[config.mk]
export PLATFORM = sky130hd
export DESIGN_NAME = uart_tx_arbiter
export DESIGN_NICKNAME = d
export VERILOG_FILES = /design/src/rtl/uart_tx_arbiter.sv
export SDC_FILE = /design/constraint.sdc
export NUM_CORES = 1
export LEC_CHECK = 0
export ABC_AREA = 1
export BUFFER_PORTS_ARGS = -buffer_cell sky130_fd_sc_hd__buf_2
export CAP_MARGIN = 20
export CORE_MARGIN = 5
export CORE_UTILIZATION = 64
export DETAILED_ROUTE_END_ITERATION = 8
export PLACE_DENSITY = 0.85
export SETUP_SLACK_MARGIN = 0.5
export SLEW_MARGIN = 40
export SYNTH_ARGS = -nofsm -noshare
export SYNTH_HDL_FRONTEND = slang
export SYNTH_HIERARCHICAL = 1
export SYNTH_SLANG_ARGS = --single-unit
export TNS_END_PERCENT = 100
[constraint.sdc]
create_clock -name clk -period 4.76 [get_ports clk]
set_input_delay 0.238 -clock clk [delete_from_list [all_inputs] [get_ports clk]]
set_output_delay 0.238 -clock clk [all_outputs]
set_load 0.05 [all_outputs]
[src/rtl/uart_tx_arbiter.sv]
// Two-requester byte arbiter feeding a UART transmit engine through per-requester FIFOs.
// Latency: a byte pushed into an empty FIFO is loaded one edge later, with WRITES high the cycle after that.
// Backpressure: pushes to a full FIFO are dropped and flagged sticky; loads wait for TXRDY after a guard cycle.

// Small per-requester FIFO with a count-derived full/empty and a sticky overflow flag.
module uart_tx_arbiter_fifo #(
    parameter int DEPTH = 4
) (
    input  logic       clk,
    input  logic       rst,
    input  logic       push,
    input  logic [7:0] din,
    input  logic       pop,
    output logic [7:0] head,
    output logic       full,
    output logic       empty,
    output logic       ovf
);
    localparam int PW = $clog2(DEPTH);
    localparam int CW = $clog2(DEPTH + 1);
    localparam logic [CW-1:0] FULL_CNT = CW'(DEPTH);

    logic [7:0]    mem [DEPTH];
    logic [PW-1:0] wr_ptr;
    logic [PW-1:0] rd_ptr;
    logic [CW-1:0] count;
    logic          push_ok;
    logic          pop_ok;

    // A full FIFO rejects the write even when a pop frees a slot on the same edge.
    assign full    = (count == FULL_CNT);
    assign empty   = (count == '0);
    assign push_ok = push && !full;
    assign pop_ok  = pop && !empty;
    assign head    = mem[rd_ptr];

    // Storage needs no reset: the count alone decides what is valid.
    always_ff @(posedge clk) begin
        if (push_ok) begin
            mem[wr_ptr] <= din;
        end
    end

    // Pointers wrap naturally at the power-of-two depth; count tracks occupancy.
    always_ff @(posedge clk or posedge rst) begin
        if (rst) begin
            wr_ptr <= '0;
            rd_ptr <= '0;
            count  <= '0;
            ovf    <= 1'b0;
        end else begin
            if (push_ok) begin
                wr_ptr <= wr_ptr + PW'(1);
            end
            if (pop_ok) begin
                rd_ptr <= rd_ptr + PW'(1);
            end
            case ({push_ok, pop_ok})
                2'b10:   count <= count + CW'(1);
                2'b01:   count <= count - CW'(1);
                default: count <= count;
            endcase
            if (push && full) begin
                ovf <= 1'b1;
            end
        end
    end
endmodule

// Round-robin arbiter with a LOAD/GUARD/WAIT handshake towards the transmit engine.
// Latency: IDLE samples a non-empty FIFO with TXRDY high and enters LOAD on the next edge.
// Backpressure: stays in WAIT while TXRDY is low; pushes keep being accepted in all states.
module uart_tx_arbiter #(
    parameter int FIFO_DEPTH = 4
) (
    input  logic       clk,
    input  logic       rst,
    input  logic       req0_wr,
    input  logic [7:0] req0_data,
    output logic       req0_full,
    output logic       req0_ovf,
    input  logic       req1_wr,
    input  logic [7:0] req1_data,
    output logic       req1_full,
    output logic       req1_ovf,
    input  logic       TXRDY,
    output logic       WRITES,
    output logic [7:0] out_port,
    output logic       grant,
    output logic       busy
);
    typedef enum logic [1:0] {
        S_IDLE  = 2'd0,
        S_LOAD  = 2'd1,
        S_GUARD = 2'd2,
        S_WAIT  = 2'd3
    } state_t;

    state_t     state;
    state_t     state_nxt;
    logic [7:0] head0;
    logic [7:0] head1;
    logic       empty0;
    logic       empty1;
    logic       sel;
    logic       start;
    logic       pop0;
    logic       pop1;

    uart_tx_arbiter_fifo #(.DEPTH(FIFO_DEPTH)) u_fifo0 (
        .clk   (clk),
        .rst   (rst),
        .push  (req0_wr),
        .din   (req0_data),
        .pop   (pop0),
        .head  (head0),
        .full  (req0_full),
        .empty (empty0),
        .ovf   (req0_ovf)
    );

    uart_tx_arbiter_fifo #(.DEPTH(FIFO_DEPTH)) u_fifo1 (
        .clk   (clk),
        .rst   (rst),
        .push  (req1_wr),
        .din   (req1_data),
        .pop   (pop1),
        .head  (head1),
        .full  (req1_full),
        .empty (empty1),
        .ovf   (req1_ovf)
    );

    // WRITES comes straight from the state so reset kills it within the cycle.
    assign WRITES = (state == S_LOAD);
    assign busy   = (state != S_IDLE);

    // State register.
    always_ff @(posedge clk or posedge rst) begin
        if (rst) begin
            state <= S_IDLE;
        end else begin
            state <= state_nxt;
        end
    end

    // Next state, arbitration choice and FIFO pops.
    always_comb begin
        state_nxt = state;
        start     = 1'b0;
        // On a tie serve the requester that did not get the previous load.
        sel       = (!empty0 && !empty1) ? ~grant : !empty1;
        case (state)
            S_IDLE: begin
                if (TXRDY && (!empty0 || !empty1)) begin
                    start     = 1'b1;
                    state_nxt = S_LOAD;
                end
            end
            S_LOAD:  state_nxt = S_GUARD;
            // GUARD ignores TXRDY: the engine needs a cycle to drop ready.
            S_GUARD: state_nxt = S_WAIT;
            S_WAIT: begin
                if (TXRDY) begin
                    state_nxt = S_IDLE;
                end
            end
            default: state_nxt = S_IDLE;
        endcase
        pop0 = start && !sel;
        pop1 = start && sel;
    end

    // Capture the served byte and requester only on the IDLE->LOAD edge.
    always_ff @(posedge clk or posedge rst) begin
        if (rst) begin
            out_port <= 8'h00;
            grant    <= 1'b1;
        end else if (start) begin
            out_port <= sel ? head1 : head0;
            grant    <= sel;
        end
    end
endmodule

Word level (Yosys, flattened, before mapping). Memory sizes are Yosys's and may differ from the RTL's. Index checks and enable logic that the tools add are counted.

Output and inout port bits: 15. ROM bits: 0. Logic and storage cells: 69. Flip-flop bits (word level): 27. Bits in latches: 0. Bits in writable memories: 64. Input port bits: 21. Memories: 2.

Multiply operators: 0. Equal/unequal tests: 11. Add/sub/neg operators: 8. Reduce and logical (&&, ||, !) cells: 23. Order comparisons: 0. Bitwise logic cells: 1. Divide/modulo/power cells: 0. Multiplexer cells: 13. Shift operators: 0.

Memory list: u_fifo0.mem (depth 4, width 8, rd ports 1, clocked after memory_dff 0, wr ports 1, line 23) `logic [7:0] mem [DEPTH];`; u_fifo1.mem (depth 4, width 8, rd ports 1, clocked after memory_dff 0, wr ports 1, line 23).

Operators by type and width (number): case mux 3 bit (2 select lines) (2); logical AND 1 bit (10); adder 2 x 1 -> 2 bit (second input constant) (4); equality test 2 bit (second input constant) (4); 2-to-1 mux 8 bit (1); case mux 2 bit (4 select lines) (1); 2-to-1 mux 1 bit (7); adder 3 x 1 -> 3 bit (second input constant) (2); equality test 2 x 1 -> 1 bit (second input constant) (3); equality test 3 bit (second input constant) (2); logical NOT 3 bit (2); nonzero test 2 bit (3); subtractor 3 x 1 -> 3 bit (second input constant) (2); logical NOT 1 bit (5); 2-to-1 mux 2 bit (2); inequality test 2 bit (second input constant) (2); logical NOT 2 bit (1); AND reduction 2 bit (1); logical OR 1 bit (1); inverter 1 bit (1).

Depth between registers and ports, before layout. Gate-level depths: netlist of run 1.

Word-level depth: 10. Gate-level depth with buffers: 17.

Hierarchy. The synthesis of run 1 kept the hierarchy.

By module, submodules not included: uart_tx_arbiter_fifo (cells an instance 159, sequential area each 1161.1 um2, instances 2, area an instance 1791.7 um2); uart_tx_arbiter (cells an instance 91, sequential area each 276.5 um2, instances 1, area an instance 696.9 um2).

Least setup slack after synthesis of run 1. OpenSTA, ideal clock, no wires.

Path type: register to register. Start point: register u_fifo0.count[0]. End point: register u_fifo1.count[2]. Clock period less this slack: 2.175 ns. Arrival time: 2.058 ns. Path buffers: 0. Stages on the path, launching flop included: 17. Setup slack: 2.585 ns. Cell sequence: dfrtp_1 inv_1 nand3_2 inv_1 inv_2 nand2_4 nand2_8 nor2_1 nand2_1 inv_1 ha_1 inv_1 fa_1 nand2_1 nand3_1 nand2_1 nand2_1.

Cells in the longest elaborated chain, start to end: 10. Elaborated cells on any way between the ends: 14. Classes of those cells: eq/ne: 2; mux: 4; reduce/logical: 8.

Ends and longest elaborated chain: start, declared (line 26) `logic [CW-1:0] count;`; start signal, assigned (line 59) `2'b10: count <= count + CW'(1);`; start signal, assigned (line 60) `2'b01: count <= count - CW'(1);`; start signal, assigned (line 61) `default: count <= count;`; logical NOT 3 bit (*) (line 32) `assign empty = (count == '0);`; named net empty0 (line 103) `logic empty0;`; logical NOT 1 bit (*) (line 152, 155); logical OR 1 bit (line 155) `if (TXRDY && (!empty0 || !empty1)) begin`; logical AND 1 bit (line 155); 2-to-1 mux 1 bit (line 155); 2-to-1 mux 1 bit (line 153) `case (state)`; logical AND 1 bit (*) (line 171) `pop1 = start && sel;`; named net pop1 (line 108) `logic pop1;`; logical AND 1 bit (*) (line 34) `assign pop_ok = pop && !empty;`; named net u_fifo1.pop_ok (line 28) `logic pop_ok;`; equality test 2 x 1 -> 1 bit / equality test 2 bit (equally long branches) (line 58) `case ({push_ok, pop_ok})`; case mux 3 bit (2 select lines) / nonzero test 2 bit (equally long branches); end signal, assigned (line 59); end signal, assigned (line 60); end signal, assigned (line 61); end, declared (line 26).

The timed path passes the listed nets; every way through them passes the cells marked *. A chain may end at the register's enable or synchronous reset.

Worst setup path after layout of run 1.
Start point: register u_fifo1.count[2]. End point: register u_fifo1.count[2].

Cells in the longest elaborated chain, start to end: 10. Elaborated cells on any way between the ends: 19. Classes of those cells: add/sub: 2; eq/ne: 3; mux: 4; reduce/logical: 10.

Ends and longest elaborated chain: logical NOT 3 bit (*) (line 32); named net empty1 (line 104) `logic empty1;`; logical NOT 1 bit (*) (line 152, 155); logical OR 1 bit (line 155); logical AND 1 bit (line 155); 2-to-1 mux 1 bit (line 155); 2-to-1 mux 1 bit (line 153); logical AND 1 bit (*) (line 171); named net pop1 (line 108); logical AND 1 bit (*) (line 34); named net u_fifo1.pop_ok (line 28); equality test 2 x 1 -> 1 bit / equality test 2 bit (equally long branches) (line 58); case mux 3 bit (2 select lines) / nonzero test 2 bit (equally long branches).

Marked as above.

==> results.md, run 1 <==
* Post-synthesis sequential area ratio at roughly three fifths
* F_max at 380.4 MHz
* Core Box Area at 6422 um^2
* Final Hold Slack at 0.1020 ns
* Hold depth at 1
* Syn_area_per_cell at 10.47 um^2
* Reg-to-Reg End: u_fifo1/count[2]$_DFFE_PP0P_
* GR Util met2 at between 30% and 40%
* Dpl cells at 512
* XOR/XNOR share of the synthesized area at 0.4092%
* Main combinational cell family by area after synthesis: simple AND/OR/NAND/NOR gates
* Synth unique cells at 24
* FP Rows at 29
* Ports at 36
* Yosys reg bits at 91
* Crit path max fanout at 13
* Final cell count without fillers at 529
* Simple-gate area share of the yosys netlist at 18.04%
* Largest net degree at the start of global routing at 34
* Final hold vios at 0
* Die area at 8424 um^2
* Clk pin slew, worst setup/hold paths at 0.08 ns
* # nets final at 485
* HP Class: input pin to flip-flop
* Num Clock Sinks at 91
* DR vias/cell at 5.340
* Final worst path period share at 55.23%
* GRT overflow at 0
* Post-synthesis mux area share at 0%
* Cell count of the worst reg-to-reg path at 16
* Synth warn at 6
* Antenna Violating Nets Remaining at 0
* CTS buffer count at 9
* Routed wire length at 7.791 mm
* Post-CTS resize count at 0
* Die Y-Extent at 91.78 um
* Layout cell share with drive strength beyond 1 at ~16%
* Synthesized area at ~4300 um^2
* Number of global-route vias before repair at 2783
* Hold Crit Endpoint: u_fifo0/mem[1][0]$_DFFE_PP_
* Initial DRC count at 249
* RSZ-0062 raised after global routing: false
* Root Buffer: clkbuf_8
* PD cells at 625.7 nW/um^2
* CP required at 5.04 ns
* Clk_lat worst skew at 0.34 ns
* Drt drc at 0
* Dpl cell area at 4457 um^2
* Post-synthesis adder-cell area fraction at 5.320%
* Post-Synthesis Net Count at 447
* Die width at 91.78 um
* Pre-antenna DRT Iters at 4
* GR Util All Layers at 19.65%
* Kind of critical path: flip-flop to flip-flop
* I/O Buffers at 35
* Outcome: completed
* Hold Crit Start: req0_data[0]
* Worst Skew at 0.005774 ns
* Max-slew headroom at approximately 45%
* Area fraction in compound gates after synthesis at 6.285%
* Slew @ Worst Pin at 0.8176 ns
* GR Layer Usage met3 at 4.255%
* Placer Congestion at 0.8583
* Area grow syn2layout at 8.039%
* Setup slack, reg-to-reg at roughly 2.1 ns
* Via total after detailed routing at 2825
* Min Clock Period, post-route at 2.629 ns
* Max H-tree Level at 3
* CTS tree: built
* Worst Setup Start Kind: flip-flop
* CP endpoint kind: flip-flop
* Post-DP HPWL at 5.650 mm
* Post-synthesis instance total at 409
* Fin area at 4624 um^2
* Maximum VDD drop at 0.0004115 V
* CP arrival at between 2 and 3 ns
* Routed len/inst at 14.73 um
* Clock Path Buffers at 2
* Met1 usage at 26.51%
* P_leak at ~2.2 nW
* Crit Reg-Reg Startpoint: u_fifo1/count[2]$_DFFE_PP0P_
* Final setup violation count at 0
* Fin Setup TNS at 0 ns
* Inserted Diodes at 0
* Max_cap viols at 0
* Max-slew violations at 0
* First-pass GRT wire length at 12.95 mm
* Starting Density at 66.65%
* Initial antenna violation count at 0
* Most Used Layer, Global Route: met2
[power breakdown]
part           leakage (nW)  switching (W)  internal [W]
logic                  1.21       0.000890      0.000363
registers             0.910       0.000130       0.00108
clock network        0.0754       0.000247      0.000186
[per-layer routing]
layer / up-vias / wire length [um]
li1: 1396 / -
met1: 1343 / 3348
met2: 79 / 3895
met3: 7 / 449
met4: 0 / 98
met5: - / 0
[cells by family after synthesis]
kind of cell             count (synthesis)
AO/OA/AOI/OAI                           37
adder cells (fa/ha/maj)                 17
XOR/XNOR                                 2
flip-flops                              91
AND/OR/NAND/NOR                        173
buffers and inverters                   89
[state kept, by name (all words and copies together), names as in the netlist]
signal and cells:
u_fifo0/wr_ptr 2, u_fifo0/ovf 1, u_fifo1/ovf 1, u_fifo0/count 3, u_fifo1/wr_ptr 2, out_port 8, state 2, u_fifo0/rd_ptr 2
u_fifo1/count 3, u_fifo1/mem 32, u_fifo1/rd_ptr 2, u_fifo0/mem 32, grant 1
[timing repair]
item,in CTS,in global routing
setup endpoints to repair,0,0
hold buffers,1,0
endpoints found under the hold margin,26,0
setup buffers,0,0
[cell type report]
type	count	area [um^2]
multi-input cells	229	1289
clock buffers	12	135.1
clock inverters	4	20.02
repair buffers	36	185.2
flip-flops and latches	91	2599
well taps	77	96.34
inverters	80	300.3
fillers	443	1798
[critical path, stage by stage, from the launching register on]
cell	delay, ns
dfrtp_1	0.41
inv_1	0.10
nand3_2	0.13
inv_1	0.09
nand2_1	0.11
nand3_2	0.25
nor2_1	0.26
nand2_1	0.10
inv_1	0.07
ha_1	0.18
inv_1	0.07
fa_1	0.40
inv_1	0.09
nand2_1	0.08
nand3_1	0.09
nand2_1	0.07
nand2_1	0.07
[synthesized netlist by cell type, drive strengths merged]
master,count,share of area [%]
ha,15,4.4
fa,2,0.94
nor2,9,0.79
nand3,25,3.5
edfxtp,64,45
nand4,2,0.29
xnor2,2,0.41
nand2,136,13
o211ai,32,5.6
clkbuf,2,0.64
or2,1,0.15
a21oi,1,0.20
inv,80,7.0
dfrtp,26,15
dfstp,1,0.61
buf,7,1.6
o21ai,4,0.47
[placed cells by master (no fill, tap or decap)]
cell and n:
inv_1 73, dfstp_2 1, dfrtp_1 26, clkinv_2 1
nand3_2 5, or2_2 1, xnor2_1 2, o211ai_1 32
a21oi_2 1, o21ai_1 2, edfxtp_1 64, buf_2 35
nand2_2 8, nor2_2 1, nand2_4 3, clkinvlp_4 1
clkbuf_1 3, dlygate4sd3_1 1, nand4_1 2, nand2_8 1
nor2_1 8, nand2_1 124, clkinv_1 2, o21ai_0 2
ha_1 15, nand3_1 20, fa_1 2, inv_2 7
clkbuf_8 9
[through the flow]
step	total power, W	setup WS [ns]	util, %
2_1_floorplan	0.002216	2.585	-
6_report	0.002893	2.131	72.00
5_1_grt	0.003114	1.932	72.00
3_3_place_gp	0.002403	2.438	69.39
3_5_place_dp	0.002466	2.241	69.39
4_1_cts	0.002900	2.216	71.97
[worst max path at each step]
stage                     slack [ns]                    startpoint                            to
after CTS                       2.22  u_fifo1/count[2]$_DFFE_PP0P_  u_fifo1/count[2]$_DFFE_PP0P_
after global placement          2.44  u_fifo1/count[2]$_DFFE_PP0P_  u_fifo1/count[2]$_DFFE_PP0P_
after floorplan                 2.59  u_fifo0/count[0]$_DFFE_PP0P_  u_fifo1/count[2]$_DFFE_PP0P_
final                           2.13  u_fifo1/count[2]$_DFFE_PP0P_  u_fifo1/count[2]$_DFFE_PP0P_
after global routing            1.93  u_fifo1/count[2]$_DFFE_PP0P_  u_fifo1/count[2]$_DFFE_PP0P_
after detailed placement        2.24  u_fifo1/count[2]$_DFFE_PP0P_  u_fifo1/count[2]$_DFFE_PP0P_
No activity file was read; power rests on OpenSTA's default activity.
==> run 2, diff against run 1 <==
- CORE_UTILIZATION: 64 -> 59
- PLACE_DENSITY: 0.85 -> 0.79
- clock period: 4.76 -> 2.7 ns (I/O delays scaled with it)
==> results.md, run 2 (same netlist as run 1, synthesis figures left out) <==
* Outcome: completed
* Clk pin slew, worst setup/hold paths at 0.08 ns
* Top Metal Used: met4
* Pre-antenna DRT Iters at 4
* Hold Crit Start: req0_wr
* Number of global-route vias before repair at 2886
* Placer Congestion at 0.8232
* Max-slew headroom at 45.69%
* Critical-path top delay cell: dfrtp_1
* CP arrival at 2.38 ns
* PD cells at 1133 nW/um^2
* Max H-tree Level at 3
* P_leak at 2.404 nW
* Kind of critical path: flip-flop to flip-flop
* WL met1 at 3.475 mm
* Routed wire length at 8.290 mm
* Initial antenna violation count at 0
* Worst Skew at 0.008822 ns
* Die area at between 9000 and 10000 um^2
* Metal3 WL at between 400 and 500 um
* Ports at 36
* Commonest non-fill, non-tap cells in the layout: nand2_1, edfxtp_1, inv_1, buf_2, o211ai_1
* CTS tree: built
* I/O Buffers at 35
* Starting Density at about three fifths
* CTS buffer count at 9
* Die Y-Extent at about 95 um
* RSZ-0062 raised after global routing: true
* Min Clock Period, post-route at approximately 2.1 ns
* Most common cell after layout, fill and taps aside: nand2_1
* Met2 wire len at 4.244 mm
* Crit path max fanout at 7
* Max-slew violations at 0
* F_max at 469.3 MHz
* Worst Setup Start Kind: flip-flop
* Via total after detailed routing at 3013
* Num Clock Sinks at 91
* Hold depth at 3
* Pint at 0.003380 W
* Antenna Violating Nets Remaining at 0
* FP Rows at 31
* DR vias/cell at between 5 and 6
* Final setup violation count at 0
* Reg-to-Reg End: u_fifo1/count[2]$_DFFE_PP0P_
* Slew @ Worst Pin at slightly above 0.8 ns
* Critical Path Start: u_fifo0/count[1]$_DFFE_PP0P_
* Routed len/inst at 14.07 um
* Area grow syn2layout at 19.61%
* CP endpoint kind: flip-flop
* Worst-path cell chain: inv_2, nand3_4, inv_4, inv_2, nand2_8, nand2_8, nor2_4, nand2_1, inv_1, ha_2, inv_2, fa_2, nand2_2, nand3_1, nand2_1, nand2_1
* Die width at ~95 um
* Fin Setup TNS at 0 ns
* Final Util at 71.35%
* Clock Path Buffers at 2
* Final worst path period share at 78.91%
* Worst slack at placement at 0.2748 ns
* Total Power at 0.005799 W
* Maximum VDD drop at 0.0004775 V
* Drt drc at 0
* Setup slack, reg-to-reg at 0.57 ns
* Power share of the combinational group at 46.0%
* Largest regs: u_fifo0/mem x32, u_fifo1/mem x32, out_port x8
* Initial DRC count at between 200 and 300
* Final cell count without fillers at 589
* Clock network power share at 17.5%
* HP Class: input pin to flip-flop
* CP endpoint: u_fifo1/count[2]$_DFFE_PP0P_
* Largest net degree at the start of global routing at 34
* GRT overflow at 0
* Worst setup margin at 0.5693 ns
* Fill count at 474
* # nets final at between 500 and 600
* GR Util All Layers at between 15 and 20%
* Crit Reg-Reg Startpoint: u_fifo0/count[1]$_DFFE_PP0P_
* Worst path max stage delay at 0.40 ns
* Net Sw Power at ~0.0024 W
* Layout cell share with drive strength beyond 1 at 24.69%
* CP required at ~3.0 ns
* Max_cap viols at 0
* Sw frac at 41.71%
* Cell count of the worst reg-to-reg path at 16
* Final hold vios at 0
* Core Box Area at 7176 um^2
* Sequential share of power at 36.6%
* Post-DP HPWL at 5.206 mm
* CP Depth at 16
* Inserted Diodes at 0
* First-pass GRT wire length at 13.28 mm
* Clk_lat worst skew at 0.35 ns
* Dpl cells at 534
* Root Buffer: clkbuf_8
* Delay-heaviest family, CP: simple AND/OR/NAND/NOR gates
* Crit path buf inv count at 5
==> run 2: cell types whose count changed in the layout (fill, tap and decap cells not counted), moves of 4 or more <==
cell | previous run | this run
inv_1 | 73 | 62
buf_4 | 0 | 22
nand2_1 | 124 | 120
nand2_2 | 8 | 12
inv_2 | 7 | 16
dlygate4sd3_1 | 1 | 17
==> run 2: power by group through the flow <==
| stage | clock [W] | combinational [W] | sequential (W) |
|---|---|---|---|
| 6_report | 0.00101 | 0.00267 | 0.00212 |
| 5_1_grt | 0.00110 | 0.00295 | 0.00215 |
| 4_1_cts | 0.00103 | 0.00238 | 0.00211 |
| 3_5_place_dp | 0 | 0.00219 | 0.00214 |
| 3_3_place_gp | 0 | 0.00212 | 0.00213 |
| 2_1_floorplan | 0 | 0.00163 | 0.00228 |
==> run 2: how the worst min path moves through the flow <==
stage                                               end  slack [ns]
final                           u_fifo0/ovf$_DFFE_PP0P_        0.05
after global routing            u_fifo0/ovf$_DFFE_PP0P_        0.06
after CTS                       u_fifo0/ovf$_DFFE_PP0P_        0.04
after detailed placement  u_fifo0/rd_ptr[0]$_DFFE_PP0P_        0.13
after global placement     u_fifo0/count[2]$_DFFE_PP0P_        0.12
after floorplan            u_fifo0/count[0]$_DFFE_PP0P_       -0.05
==> run 2: worst register-to-register path: stages, from the launching register on <==
cell     delay, ns
dfrtp_1       0.40
inv_2         0.08
nand3_4       0.10
inv_4         0.08
inv_2         0.06
nand2_8       0.09
nand2_8       0.08
nor2_4        0.10
nand2_1       0.08
inv_1         0.06
ha_2          0.18
inv_2         0.05
fa_2          0.38
nand2_2       0.09
nand3_1       0.07
nand2_1       0.06
nand2_1       0.04
==> run 2: final cells by class <==
| class | count | area (um^2) | share of cell area, % |
|---|---|---|---|
| inverters | 80 | 305.3 | 5.963 |
| well taps | 99 | 123.9 | 2.419 |
| clock buffers | 11 | 151.4 | 2.957 |
| multi-input cells | 229 | 1355 | 26.47 |
| clock inverters | 5 | 75.07 | 1.466 |
| repair buffers | 74 | 510.5 | 9.971 |
| flip-flops and latches | 91 | 2599 | 50.76 |
==> run 2: stage by stage <==
stage               hold slack [ns]  instance area (um^2)
CTS                         0.03734                  4977
finish                      0.05057                  5120
floorplan                  -0.04934                  4280
global route                0.06123                  5120
global placement             0.1219                  4484
detailed placement           0.1311                  4484
==> run 2: timing repair <==
| item | in CTS | in global routing |
|---|---|---|
| buffers inserted | 7 | 15 |
| endpoints found under the hold margin | 87 | 0 |
| pin swaps | 1 | 5 |
| hold buffers | 17 | 0 |
| resized for setup | 12 | 17 |
| endpoints found under the setup margin | 4 | 4 |
==> run 2: metal layers <==
metal	vias up	track usage (%)
met5	-	0
met4	0	7.813
met3	15	4.025
met2	78	32.71
met1	1447	24.96
li1	1473	-
==> run 3, diff against run 2 <==
- ABC_AREA: 1 -> 0
- clock period: 2.7 -> 2.1 ns (I/O delays scaled with it)
==> results.md, run 3 <==
* First-pass GRT wire length at 12.29 mm
* Root Buffer: clkbuf_8
* Final worst path period share at 104.2%
* Min Clock Period, post-route at 2.188 ns
* Fin area at approximately 5000 um^2
* Worst slack at placement at -0.04915 ns
* Most common cell after layout, fill and taps aside: edfxtp_1
* Main synth FF type: edfxtp_1
* Post-synthesis instance total at 236
* Commonest non-fill, non-tap cells in the layout: edfxtp_1, buf_2, buf_4, dfrtp_1, dlygate4sd3_1
* Power share of the combinational group at a little under half
* Outcome: finished, violations left
* Routed wire length at 7.812 mm
* Post-Synthesis Net Count at 274
* Layout cell share with drive strength beyond 1 at 45.21%
* Synth warn at 6
* PD cells at 1478 nW/um^2
* CTS tree: built
* Clock network power share at between 10% and 20%
* Initial DRC count at 133
* Kind of critical path: flip-flop to flip-flop
* Synth unique cells at 34
* CP arrival at 2.46 ns
* Max H-tree Level at 3
* Final cell count without fillers at approximately 400
* Crit path max fanout at 4
* Area grow syn2layout at 26.87%
* Post-DP HPWL at 5.004 mm
* Fin Setup TNS at -0.1189 ns
* Pint at roughly 0.0045 W
* Worst Setup Start Kind: flip-flop
* Maximum VDD drop at 0.0007141 V
* Routed len/inst at 19.01 um
* Fill count at 356
* Num Clock Sinks at 91
* Via total after detailed routing at 2273
* Failing checks: negative setup slack
* Final setup violation count at 2
* Die Y-Extent at around 90 um
* Inserted Diodes at 0
* Worst Skew at 0.007214 ns
* I/O Buffers at 35
* GR Util All Layers at 19.47%
* CP required at 2.37 ns
* Clk pin slew, worst setup/hold paths at 0.10 ns
* P_leak at 2.006 nW
* Synthesized area at 3944 um^2
* Top post-synthesis cells by count: edfxtp_1, dfrtp_1, inv_1
* Syn_area_per_cell at 16.71 um^2
* Core Box Area at 6422 um^2
* Number of global-route vias before repair at 2388
* HP Class: input pin to flip-flop
* Slew @ Worst Pin at 0.4733 ns
* GRT overflow at 0
* CP endpoint kind: flip-flop
* Largest regs: u_fifo0/mem x32, u_fifo1/mem x32, out_port x8
* Sequential share of power at about two fifths
* Antenna Violating Nets Remaining at 0
* Number of synthesized flops with an enable pin at 64
* Placer Congestion at 0.7776
* Cell count of the worst reg-to-reg path at 11
* Most area-consuming cells after synthesis: edfxtp_1, dfrtp_1, mux4_2
* Largest net degree at the start of global routing at 19
* Yosys reg bits at 91
* # nets final at 367
* Clock Path Buffers at 2
* Hold depth at 4
* Ports at 36
* Die width at approximately 90 um
* Most common cell in the netlist: edfxtp_1
* Drt drc at 0
* Max-slew headroom at 68.45%
* Starting Density at about three fifths
* DR vias/cell at 5.530
* Net Sw Power at 0.002858 W
* Final hold vios at 0
* RSZ-0062 raised after global routing: true
* Die area at 8420 um^2
* Top-area cell type share of the netlist area at 48.73%
* Multi-input gate area at 1353 um^2
* Initial antenna violation count at 0
* Clk_lat worst skew at 0.35 ns
* Dpl cell area at 4399 um^2
* Yosys top cell by area: edfxtp_1
* CTS buffer count at 9
* Post-synthesis sequential area ratio at between 60 and 70%
* Worst setup margin at -0.08801 ns
* Ys async rst share at approximately 30%
* Pre-antenna DRT Iters at 5
* Max-slew violations at 0
* FP Rows at 29
* Dpl cells at 361
* F_max at ~460 MHz
* Max_cap viols at 0
* Sw frac at 38.65%
* FF+latch area at 2603 um^2
==> run 3: logic make-up after synthesis <==
| group | after synthesis | synth area share (%) |
|---|---|---|
| compound gates | 30 | 4.727 |
| xor+xnor | 12 | 2.665 |
| fa+ha+maj | 17 | 5.774 |
| buf+inv | 28 | 3.172 |
| flops | 91 | 65.89 |
| mux | 23 | 11.42 |
| simple gates | 35 | 6.345 |
==> run 3: repair_timing <==
item | CTS | global route
hold buffers | 19 | 0
setup buffers | 3 | 11
gates resized for setup | 19 | 10
endpoints found under the hold margin | 92 | 0
pin swaps | 10 | 14
cloned | 0 | 1
setup endpoints to repair | 20 | 63
==> run 3: path summary, 6_finish.rpt <==
kind | from | to | slack (ns)
worst max-delay path | u_fifo1/count[0]$_DFFE_PP0P_ | u_fifo0/count[2]$_DFFE_PP0P_ | -0.09
worst min-delay path | req0_wr | u_fifo0/wr_ptr[0]$_DFFE_PP0P_ | 0.21
worst max register to register | u_fifo1/count[0]$_DFFE_PP0P_ | u_fifo0/count[2]$_DFFE_PP0P_ | -0.09
worst min register to register | u_fifo0/ovf$_DFFE_PP0P_ | u_fifo0/ovf$_DFFE_PP0P_ | 0.46
max in group asynchronous | rst | grant$_DFFE_PP1P_ | 1.45
min in group asynchronous | rst | u_fifo0/count[1]$_DFFE_PP0P_ | 0.26
==> run 3: metal layers <==
layer | part of all wire [%] | track usage, % | up-vias
met4 | 1.1 | 5.569 | 0
li1 | - | - | 1057
met5 | 0 | 0 | -
met2 | 54 | 32.74 | 62
met3 | 4.2 | 4.501 | 7
met1 | 41 | 25.65 | 1147
==> run 3: layout make-up <==
class | count | area share [%]
clock buffer | 9 | 2.476
clock inverter | 7 | 1.425
inverter | 18 | 1.450
multi-input combinational | 118 | 27.03
sequential | 91 | 52.01
tap | 77 | 1.925
timing repair buffer | 91 | 13.68
==> run 3: power groups by stage <==
stage | combinational, W | clock [W] | sequential, W
final | 0.00342 | 0.00114 | 0.00284
after global routing | 0.00370 | 0.00126 | 0.00290
after CTS | 0.00322 | 0.00116 | 0.00284
after detailed placement | 0.00303 | 0 | 0.00287
after global placement | 0.00295 | 0 | 0.00283
after floorplan | 0.00188 | 0 | 0.00313
==> run 3: per-stage QoR <==
step                total power, W  utilization, %  hold WS, ns
floorplan                 0.005005               -     -0.07941
global placement          0.005782           68.50      0.08623
detailed placement        0.005901           68.50      0.09962
CTS                       0.007215           75.82       0.2002
global route              0.007855           77.91       0.2265
finish                    0.007394           77.91       0.2148
==> run 3: critical path: stages (launching register included) <==
cell,delay (ns)
dfrtp_2,0.44
nor3_4,0.25
buf_4,0.16
nor2_2,0.04
nor2_2,0.08
o31a_2,0.18
ha_4,0.14
inv_2,0.03
fa_2,0.32
xor2_1,0.14
nor2_1,0.15
xor2_1,0.18
